--- config.mk ---
export PLATFORM = sky130hd
export DESIGN_NAME = ctrl_serial_wb_flat
export DESIGN_NICKNAME = d
export VERILOG_FILES = /design/src/rtl/ctrl_serial_wb_if.sv /design/src/rtl/ctrl_serial_wb.sv /design/src/flat_wrapper.sv
export SDC_FILE = /design/constraint.sdc
export NUM_CORES = 1
export LEC_CHECK = 0
export ABC_CLOCK_PERIOD_IN_PS = 4310
export CORE_UTILIZATION = 40
export CTS_BUF_LIST = sky130_fd_sc_hd__clkbuf_4
export CTS_CLUSTER_SIZE = 14
export DETAILED_ROUTE_END_ITERATION = 12
export DONT_BUFFER_PORTS = 1
export PLACE_DENSITY = 0.63
export SYNTH_ARGS = -nofsm -noshare
export SYNTH_HDL_FRONTEND = slang
export SYNTH_SLANG_ARGS = --single-unit
--- constraint.sdc ---
create_clock -name clk_i -period 4.31 [get_ports clk_i]
set_input_delay 0.6465 -clock clk_i [delete_from_list [all_inputs] [get_ports clk_i]]
set_output_delay 0.6465 -clock clk_i [all_outputs]
set_load 0.01 [all_outputs]
--- src/rtl/ctrl_serial_wb_if.sv ---
// Bus bundle for ctrl_serial_wb.
// Groups the Wishbone master signals and the byte rx/tx channels.
//   master : the controller side. It drives the Wishbone request and the tx byte.
//   slave  : the environment side (peripheral interconnect plus byte front-end).
// Wishbone: cyc/stb/we/adr/dat out, dat_i/ack in.
// rx: rx_data_i/rx_stb_i in.  tx: tx_data_o/tx_stb_o out, tx_rdy_i in.
interface ctrl_serial_wb_if #(
  parameter int ADR_W = 16,
  parameter int DAT_W = 32
);
  logic             wb_cyc_o;
  logic             wb_stb_o;
  logic             wb_we_o;
  logic [ADR_W-1:0] wb_adr_o;
  logic [DAT_W-1:0] wb_dat_o;
  logic [DAT_W-1:0] wb_dat_i;
  logic             wb_ack_i;
  logic [7:0]       rx_data_i;
  logic             rx_stb_i;
  logic [7:0]       tx_data_o;
  logic             tx_stb_o;
  logic             tx_rdy_i;

  modport master (
    output wb_cyc_o, wb_stb_o, wb_we_o, wb_adr_o, wb_dat_o,
    input  wb_dat_i, wb_ack_i,
    input  rx_data_i, rx_stb_i,
    output tx_data_o, tx_stb_o,
    input  tx_rdy_i
  );

  modport slave (
    input  wb_cyc_o, wb_stb_o, wb_we_o, wb_adr_o, wb_dat_o,
    output wb_dat_i, wb_ack_i,
    output rx_data_i, rx_stb_i,
    input  tx_data_o, tx_stb_o,
    output tx_rdy_i
  );
endinterface

--- src/rtl/ctrl_serial_wb.sv ---
// ctrl_serial_wb: byte-stream to Wishbone B4 classic bus controller.
// Frame: CMD (bit7 = write), then ADR_W/8 address bytes MSB first, then
// DAT_W/8 data bytes MSB first (writes only). Each frame runs one bus cycle.
// The response is streamed on tx: the read data MSB first, 0x01 for a
// write, or 0xFF when the bus times out.
// Ports: clk_i, rst_i (async, active-high), bus (ctrl_serial_wb_if.master).
// Optional macro CTRL_SERIAL_WB_TIMEOUT_EN enables the TIMEOUT bus watchdog.
module ctrl_serial_wb #(
  parameter int ADR_W   = 16,
  parameter int DAT_W   = 32,
  parameter int TIMEOUT = 255
) (
  input  logic               clk_i,
  input  logic               rst_i,
  ctrl_serial_wb_if.master   bus
);
  localparam int NA    = ADR_W / 8;
  localparam int ND    = DAT_W / 8;
  localparam int NMAX  = (NA > ND) ? NA : ND;
  localparam int CNT_W = (NMAX > 1) ? $clog2(NMAX) : 1;

  typedef enum logic [2:0] {IDLE, ADR, DAT, BUS, RESP} state_t;

  state_t             state_q;
  logic [CNT_W-1:0]   cnt_q;
  logic               we_q;
  logic               cyc_q;
  logic [ADR_W-1:0]   adr_q;
  logic [DAT_W-1:0]   dat_q;
  logic [DAT_W-1:0]   resp_q;
  logic               single_q;   // response is a single status byte
  logic [7:0]         tx_data_q;
  logic               tx_stb_q;

  // Shift the incoming byte in at the LSB end. The full-width temporaries
  // keep this legal when a field is just one byte wide.
  logic [ADR_W+7:0]   adr_cat;
  logic [DAT_W+7:0]   dat_cat;
  logic [DAT_W-1:0]   resp_sh;
  assign adr_cat = {adr_q, bus.rx_data_i};
  assign dat_cat = {dat_q, bus.rx_data_i};
  assign resp_sh = resp_q << 8;

  logic to_hit;
`ifdef CTRL_SERIAL_WB_TIMEOUT_EN
  // The counter sits at zero outside BUS, so it is cleared on BUS entry.
  // A hit means this is the TIMEOUT-th BUS cycle without an ack.
  logic [15:0] to_cnt_q;
  always_ff @(posedge clk_i or posedge rst_i) begin
    if (rst_i)                          to_cnt_q <= '0;
    else if (state_q != BUS)            to_cnt_q <= '0;
    else if (!bus.wb_ack_i)             to_cnt_q <= to_cnt_q + 16'd1;
  end
  assign to_hit = (state_q == BUS) && (to_cnt_q == 16'(TIMEOUT - 1));
`else
  assign to_hit = 1'b0;
`endif

  always_ff @(posedge clk_i or posedge rst_i) begin
    if (rst_i) begin
      state_q   <= IDLE;
      cnt_q     <= '0;
      we_q      <= 1'b0;
      cyc_q     <= 1'b0;
      adr_q     <= '0;
      dat_q     <= '0;
      resp_q    <= '0;
      single_q  <= 1'b0;
      tx_data_q <= 8'h00;
      tx_stb_q  <= 1'b0;
    end else begin
      case (state_q)
        IDLE: if (bus.rx_stb_i) begin
          we_q    <= bus.rx_data_i[7];
          cnt_q   <= '0;
          state_q <= ADR;
        end
        ADR: if (bus.rx_stb_i) begin
          adr_q <= adr_cat[ADR_W-1:0];
          if (cnt_q == CNT_W'(NA - 1)) begin
            cnt_q <= '0;
            if (we_q) state_q <= DAT;
            else begin
              state_q <= BUS;
              cyc_q   <= 1'b1;
            end
          end else begin
            cnt_q <= cnt_q + CNT_W'(1);
          end
        end
        DAT: if (bus.rx_stb_i) begin
          dat_q <= dat_cat[DAT_W-1:0];
          if (cnt_q == CNT_W'(ND - 1)) begin
            cnt_q   <= '0;
            state_q <= BUS;
            cyc_q   <= 1'b1;
          end else begin
            cnt_q <= cnt_q + CNT_W'(1);
          end
        end
        BUS: begin
          // Stb equals cyc and is high throughout BUS, so gating the ack by
          // the state covers the "sample only while stb" rule. When an ack
          // and the timeout land on the same cycle, the ack wins.
          if (bus.wb_ack_i) begin
            cyc_q    <= 1'b0;
            state_q  <= RESP;
            tx_stb_q <= 1'b1;
            cnt_q    <= '0;
            if (we_q) begin
              single_q  <= 1'b1;
              tx_data_q <= 8'h01;
            end else begin
              single_q  <= 1'b0;
              resp_q    <= bus.wb_dat_i;
              tx_data_q <= bus.wb_dat_i[DAT_W-1 -: 8];
            end
          end else if (to_hit) begin
            cyc_q     <= 1'b0;
            state_q   <= RESP;
            tx_stb_q  <= 1'b1;
            single_q  <= 1'b1;
            tx_data_q <= 8'hFF;
          end
        end
        RESP: if (bus.tx_rdy_i) begin
          if (single_q || cnt_q == CNT_W'(ND - 1)) begin
            tx_stb_q <= 1'b0;
            state_q  <= IDLE;
          end else begin
            cnt_q     <= cnt_q + CNT_W'(1);
            resp_q    <= resp_sh;
            tx_data_q <= resp_sh[DAT_W-1 -: 8];
          end
        end
        default: state_q <= IDLE;
      endcase
    end
  end

  assign bus.wb_cyc_o  = cyc_q;
  assign bus.wb_stb_o  = cyc_q;
  assign bus.wb_we_o   = we_q;
  assign bus.wb_adr_o  = adr_q;
  assign bus.wb_dat_o  = dat_q;
  assign bus.tx_data_o = tx_data_q;
  assign bus.tx_stb_o  = tx_stb_q;
endmodule

--- src/flat_wrapper.sv ---
// flat-port wrapper written by rule: the top's interface ports become plain ports
module ctrl_serial_wb_flat 
#(
  parameter int ADR_W   = 16,
  parameter int DAT_W   = 32,
  parameter int TIMEOUT = 255
)
  (clk_i, rst_i, bus_wb_cyc_o, bus_wb_stb_o, bus_wb_we_o, bus_wb_adr_o, bus_wb_dat_o, bus_wb_dat_i, bus_wb_ack_i, bus_rx_data_i, bus_rx_stb_i, bus_tx_data_o, bus_tx_stb_o, bus_tx_rdy_i);
  ctrl_serial_wb_if #(.ADR_W(ADR_W), .DAT_W(DAT_W)) bus_i ();
  input  logic clk_i;
  input  logic rst_i;
  output wire logic [$bits(bus_i.wb_cyc_o)-1:0] bus_wb_cyc_o;
  output wire logic [$bits(bus_i.wb_stb_o)-1:0] bus_wb_stb_o;
  output wire logic [$bits(bus_i.wb_we_o)-1:0] bus_wb_we_o;
  output wire logic [$bits(bus_i.wb_adr_o)-1:0] bus_wb_adr_o;
  output wire logic [$bits(bus_i.wb_dat_o)-1:0] bus_wb_dat_o;
  input wire logic [$bits(bus_i.wb_dat_i)-1:0] bus_wb_dat_i;
  input wire logic [$bits(bus_i.wb_ack_i)-1:0] bus_wb_ack_i;
  input wire logic [$bits(bus_i.rx_data_i)-1:0] bus_rx_data_i;
  input wire logic [$bits(bus_i.rx_stb_i)-1:0] bus_rx_stb_i;
  output wire logic [$bits(bus_i.tx_data_o)-1:0] bus_tx_data_o;
  output wire logic [$bits(bus_i.tx_stb_o)-1:0] bus_tx_stb_o;
  input wire logic [$bits(bus_i.tx_rdy_i)-1:0] bus_tx_rdy_i;
  assign bus_wb_cyc_o = bus_i.wb_cyc_o;
  assign bus_wb_stb_o = bus_i.wb_stb_o;
  assign bus_wb_we_o = bus_i.wb_we_o;
  assign bus_wb_adr_o = bus_i.wb_adr_o;
  assign bus_wb_dat_o = bus_i.wb_dat_o;
  assign bus_i.wb_dat_i = bus_wb_dat_i;
  assign bus_i.wb_ack_i = bus_wb_ack_i;
  assign bus_i.rx_data_i = bus_rx_data_i;
  assign bus_i.rx_stb_i = bus_rx_stb_i;
  assign bus_tx_data_o = bus_i.tx_data_o;
  assign bus_tx_stb_o = bus_i.tx_stb_o;
  assign bus_i.tx_rdy_i = bus_tx_rdy_i;
  ctrl_serial_wb #(.ADR_W(ADR_W), .DAT_W(DAT_W), .TIMEOUT(TIMEOUT)) u_core (.clk_i(clk_i), .rst_i(rst_i), .bus(bus_i));
endmodule
Word level (Yosys, flattened, before mapping)
Cells that the tools add are included.
Widths: inputs -> output; s select.
{"block": "op_classes", "reduce_logical": 15, "eq_ne": 17, "muxes": 41, "addsub": 1}
{"op": "$mux 24", "n": 4}
{"op": "$pmux 24 s2", "n": 1}
{"op": "$mux 8", "n": 4}
{"op": "$mux 3", "n": 8}
{"op": "$mux 2", "n": 8}
{"op": "$ne 2x2->1 const B", "n": 8}
{"op": "$pmux 8 s2", "n": 1}
{"op": "$pmux 3 s5", "n": 1}
{"op": "$reduce_and 7->1", "n": 2}
{"op": "$mux 1", "n": 11}
{"op": "$pmux 2 s5", "n": 1}
{"op": "$reduce_and 2->1", "n": 4}
{"op": "$reduce_and 4->1", "n": 2}
{"op": "$reduce_and 8->1", "n": 1}
{"op": "$eq 3x2->1 const B", "n": 2}
{"op": "$ne 2x1->1 const B", "n": 3}
{"op": "$reduce_and 5->1", "n": 1}
{"op": "$reduce_bool 5->1", "n": 1}
{"op": "$eq 3x1->1 const B", "n": 1}
{"op": "$eq 3x3->1 const B", "n": 1}
{"op": "$logic_not 3->1", "n": 1}
{"op": "$pmux 1 s3", "n": 1}
{"op": "$reduce_bool 3->1", "n": 1}
{"op": "$add 2x1->2 const B", "n": 1}
{"op": "other kinds (5)", "n": 5}
{"block": "totals", "wordCells": 84, "reg_bits": 89, "input_bits": 45}

Longest topological paths before layout
{"block": "logic_depth", "word_depth": 5, "mapped_depth": 7}

Least setup slack after synthesis
Ideal clock, no wire load.
{"block": "synth_timing", "kind": "input to register", "start": "input port bus_rx_stb_i", "end": "register u_core.adr_q[0] (netlist: u_core.bus.wb_adr_o[0])", "stages": 4, "setup_slack_ns": 2.628, "required_ns": 4.185, "setup_time_ns": 0.125, "n_path_buf": 1, "t_arrival_ns": 1.557, "cell_sequence": "nand2b_4 > nor3b_4 > buf_8 > mux2_4"}
{"block": "synth_between", "elab_chain_len": 1}
{"element": "start: declaration", "line_no": "flat_wrapper.sv:20", "rtl": "input wire logic [$bits(bus_i.rx_stb_i)-1:0] bus_rx_stb_i;"}
{"element": "$reduce_and 2->1 (no source line)"}
{"element": "end signal: assignment", "line_no": "ctrl_serial_wb.sv:79", "rtl": "adr_q <= adr_cat[ADR_W-1:0];"}
{"element": "end: declaration", "line_no": "ctrl_serial_wb.sv:28", "rtl": "logic [ADR_W-1:0] adr_q;"}
Every way passes these cells.
A chain may end at the register's enable or synchronous reset.

Worst setup path after layout
{"block": "layout_timing", "start": "register u_core.state_q[0]", "end": "register u_core.resp_q[14]"}
{"block": "layout_between", "elab_chain_len": 3}
{"element": "start: declaration", "line_no": "ctrl_serial_wb.sv:24", "rtl": "state_t state_q;"}
{"element": "start signal: assignment", "line_no": "ctrl_serial_wb.sv:61", "rtl": "state_q <= IDLE;"}
{"element": "start signal: assignment", "line_no": "ctrl_serial_wb.sv:76", "rtl": "state_q <= ADR;"}
{"element": "start signal: assignment", "line_no": "ctrl_serial_wb.sv:82", "rtl": "if (we_q) state_q <= DAT;"}
{"element": "$eq 3x2->1 or $eq 3x3->1 (tied branches)", "line_no": "ctrl_serial_wb.sv:72", "rtl": "case (state_q)"}
{"element": "$ne 2x2->1 (no source line) or $reduce_bool 2->1 (tied branches)"}
{"element": "$reduce_and 5->1 (no source line)"}
{"element": "end signal: assignment", "line_no": "ctrl_serial_wb.sv:115", "rtl": "resp_q <= bus.wb_dat_i;"}
{"element": "end signal: assignment", "line_no": "ctrl_serial_wb.sv:132", "rtl": "resp_q <= resp_sh;"}
{"element": "end: declaration", "line_no": "ctrl_serial_wb.sv:30", "rtl": "logic [DAT_W-1:0] resp_q;"}
Parallel ways exist; a longest one is shown, timed or not.

==> flow_metrics.tcl <==
set metrics [dict create \
    crit_path_end_kind "flip-flop" \
    yosysUniqueCellTypes 40 \
    cp_max_fo 21 \
    dr_total_vias 2270 \
    timing.final.crit_share 0.519 \
    worst_hold_path_type "in2async" \
    finalHoldViolCount 0 \
    final_util 0.438 \
    grt_setup_unrepaired "no" \
    clock_power_share 0.171 \
    nets 359 \
    peakVddDrop_mv 0.256 \
    gp_congestion 0.722 \
    ctsHoldBuffers 0 \
    number_of_clock_sinks 89 \
    chipHeight_um 101 \
    post_cts_setup_buffer_count 0 \
    worst_setup_hold_path_clk_slew_ns 0.16 \
    clock_latency_ns 0.44 \
    seq_power_share 0.578 \
    cts.path.max_buffers 2 \
    synth.yosys.seq_area_share 0.573 \
    resize_count_post_cts 0 \
    worstSetupStartpointType "flip-flop" \
    p_sw_frac 0.378 \
    grt_overflow 0 \
    area.growth.synth_to_final_pct 5.11 \
    total_leakage_power_uw 0.00181 \
    dp_hpwl_mm 5.05 \
    final-max-slew-violation-count 0 \
    internal-power_uw 1840 \
    first_global_vias 2344 \
    cts_inserted_buffers 9 \
    final_period_minus_worst_setup_slack_ns 2.24 \
    firstDrtPassIters 5 \
    first_pass_grt_wire_length_mm 11.8 \
    mappedNetlistArea_mm2 0.00389 \
    rows 35 \
    final-setup-viol-count 0 \
    fmax_ghz 0.447 \
    pwr_density_cell_mw_per_mm2 722 \
    result_of_the_run "completed" \
    grtUsageTotal 0.153 \
    stdcell_area_mm2 0.00409 \
    routed_via_density 5.06 \
    placedInstanceArea_mm2 0.00393 \
    cts_tree "yes" \
    worst_slew_margin_rel 0.359 \
    ys_warn_count 0 \
    initial_utilization 0.417 \
    drive_gt1_frac 0.241 \
    number_of_levels_in_the_clock_h_tree 3 \
    critPathRequiredTime_ns 4.61 \
    syn_avg_cell_area_um2 12.3 \
    skew_ns 0.0212 \
    drtIter0Drc 104 \
    avgRoutedWirePerCell_um 16.3 \
    mappedNetlistNets 365 \
    floorplan_die_width_um 101 \
    buffer_ports.inserted 0 \
    core_mm2 0.00933 \
    power.combinational.fraction 0.251 \
    critPathKind "reg2reg" \
    worst-endpoint-arrival_ns 2.54 \
    antenna_violations_before_repair 5 \
    cap_viol_max_count 0 \
    setup_tns_ns 0 \
    p_switching_uw 1110 \
    drc_errors 0 \
    design.die.area_mm2 0.0101 \
    drt-total-wl_mm 7.31 \
    maximum_number_of_pins_on_one_net_before_global_route_repair 53 \
    floorplan.io_pins 105 \
    netlist_instances 317 \
    clock_tree_root "sky130_fd_sc_hd__clkbuf_4" \
    yosys_register_bits 89 \
    worstMarginPinSlew_ns 0.961 \
    detail-route-antenna-nets 0 \
]
-- cell usage after synthesis --
library cell                n  area, um2
sky130_fd_sc_hd__nor3_1     3       15.0
sky130_fd_sc_hd__nand2b_1   1       6.26
sky130_fd_sc_hd__ha_1       3       37.5
sky130_fd_sc_hd__nor3b_2    1       12.5
sky130_fd_sc_hd__and4b_1    1       10.0
sky130_fd_sc_hd__nor3b_1    8       60.1
sky130_fd_sc_hd__buf_4      4       30.0
sky130_fd_sc_hd__a21o_1     1       7.51
sky130_fd_sc_hd__nor2_4     1       11.3
sky130_fd_sc_hd__mux2_4    10        150
sky130_fd_sc_hd__inv_1     20       75.1
sky130_fd_sc_hd__nor3b_4    2       37.5
sky130_fd_sc_hd__nand2b_4   1       13.8
sky130_fd_sc_hd__nor2_1     6       22.5
sky130_fd_sc_hd__buf_8      1       15.0
sky130_fd_sc_hd__a211oi_1   2       15.0
sky130_fd_sc_hd__buf_2      9       45.0
sky130_fd_sc_hd__nand3_1    1       5.00
sky130_fd_sc_hd__nor4b_1    2       17.5
sky130_fd_sc_hd__nor2_2     1       6.26
sky130_fd_sc_hd__mux2i_1    1       10.0
sky130_fd_sc_hd__clkbuf_1   1       3.75
sky130_fd_sc_hd__or3_1      2       12.5
sky130_fd_sc_hd__buf_6      5       56.3
sky130_fd_sc_hd__nand4b_1   1       8.76
sky130_fd_sc_hd__nand2_1   28        105
sky130_fd_sc_hd__o21ai_0   12       60.1
sky130_fd_sc_hd__a41oi_1    1       8.76
sky130_fd_sc_hd__mux2_1     2       22.5
sky130_fd_sc_hd__a31oi_4    1       21.3
sky130_fd_sc_hd__a311oi_1   1       8.76
sky130_fd_sc_hd__or4b_1     1       10.0
sky130_fd_sc_hd__nand3_2    1       10.0
sky130_fd_sc_hd__dfrtp_1   89       2230
sky130_fd_sc_hd__a31oi_1    2       12.5
sky130_fd_sc_hd__o21bai_1   2       15.0
sky130_fd_sc_hd__o22ai_1   16        100
sky130_fd_sc_hd__and3_1     1       6.26
sky130_fd_sc_hd__mux2_2    38        428
sky130_fd_sc_hd__a21oi_1   34        170
-- routing by layer --
layer / track usage / part of all wire / vias to the layer above
met4: 0.0535 / 0.013 / 2
met3: 0.0777 / 0.085 / 9
met2: 0.227 / 0.44 / 71
met1: 0.194 / 0.46 / 1084
li1: - / - / 1104
met5: 0 / 0.0018 / -
-- per-stage QoR --
| stage | hold WS, ns | worst slack (ns) | power, uW | instances |
|---|---|---|---|---|
| 5_1_grt | 0.256 | 1.84 | 3170 | 448 |
| 4_1_cts | 0.243 | 2.07 | 2990 | 445 |
| 2_1_floorplan | 0.484 | 1.36 | 2330 | 317 |
| 6_report | 0.216 | 2.07 | 2950 | 449 |
| 3_3_place_gp | 0.501 | 2.16 | 2440 | 429 |
| 3_5_place_dp | 0.507 | 2.10 | 2490 | 429 |
-- state kept, by name, summed over array words and instances, names as in the netlist --
signal,cells
u_core.bus.tx_data_o,8
u_core.bus.tx_stb_o,1
u_core.bus.wb_adr_o,16
u_core.bus.wb_cyc_o,1
u_core.bus.wb_dat_o,32
u_core.bus.wb_we_o,1
u_core.cnt_q,2
u_core.resp_q,24
u_core.single_q,1
u_core.state_q,3
-- power by group through the flow --
| stage | registers (uW) | clock network (uW) | logic [uW] |
|---|---|---|---|
| global placement | 1720 | 0 | 727 |
| CTS | 1710 | 524 | 753 |
| global route | 1770 | 558 | 842 |
| detailed placement | 1740 | 0 | 750 |
| floorplan | 1560 | 0 | 766 |
| finish | 1710 | 504 | 742 |
-- cells by family after synthesis --
group,after synthesis,synth area share
buffers and inverters,40,0.0579
AND/OR/NAND/NOR,62,0.0952
multiplexers,51,0.157
flip-flops,89,0.573
AO/OA/AOI/OAI,72,0.108
adder cells (fa/ha/maj),3,0.00965
-- cell usage in the layout, fill, tap and decap left out, drive strengths merged, types with 2 or more instances in the layout --
master and instances:
o22ai 16, buf 3, nor2 8, mux2 50, a31oi 3, clkinv 3
dfrtp 89, nor3b 11, inv 22, a211oi 2, ha 3, o21bai 2
nand2b 2, or3 2, diode 4, o21ai 12, clkbuf 9, nand2 28
a21oi 34, nand3 2, nor4b 2, nor3 3
-- area by class of cell --
cell class,count,area (um2)
diodes,4,10.0
clock buffers,9,67.6
clock inverters,7,86.3
fillers,895,5240
inverters,20,76.3
multi-input cells,188,1440
flip-flops and latches,89,2230
well taps,129,161
repair buffers,3,22.5
-- worst paths after layout --
path,from,to,slack [ns],cells after the start
setup / recovery,u_core.state_q[0],u_core.resp_q[14],2.07,5
hold / removal,rst_i,u_core.resp_q[3],0.22,1
setup reg to reg,u_core.state_q[0],u_core.resp_q[14],2.07,5
hold reg to reg,u_core.resp_q[21],u_core.resp_q[21],0.53,2
max in group asynchronous,rst_i,u_core.bus.wb_dat_o[10],3.09,2
min in group clk_i,bus_wb_ack_i,u_core.state_q[1],0.31,1
-- worst max-delay path, cell delays in order, from the launching register on --
cell                      delay, ns
sky130_fd_sc_hd__dfrtp_1       0.80
sky130_fd_sc_hd__nor3b_2       0.09
sky130_fd_sc_hd__buf_4         0.23
sky130_fd_sc_hd__and3_1        0.30
sky130_fd_sc_hd__nor2_2        0.53
sky130_fd_sc_hd__a21oi_1       0.15
No activity file was read; power rests on OpenSTA's default activity.
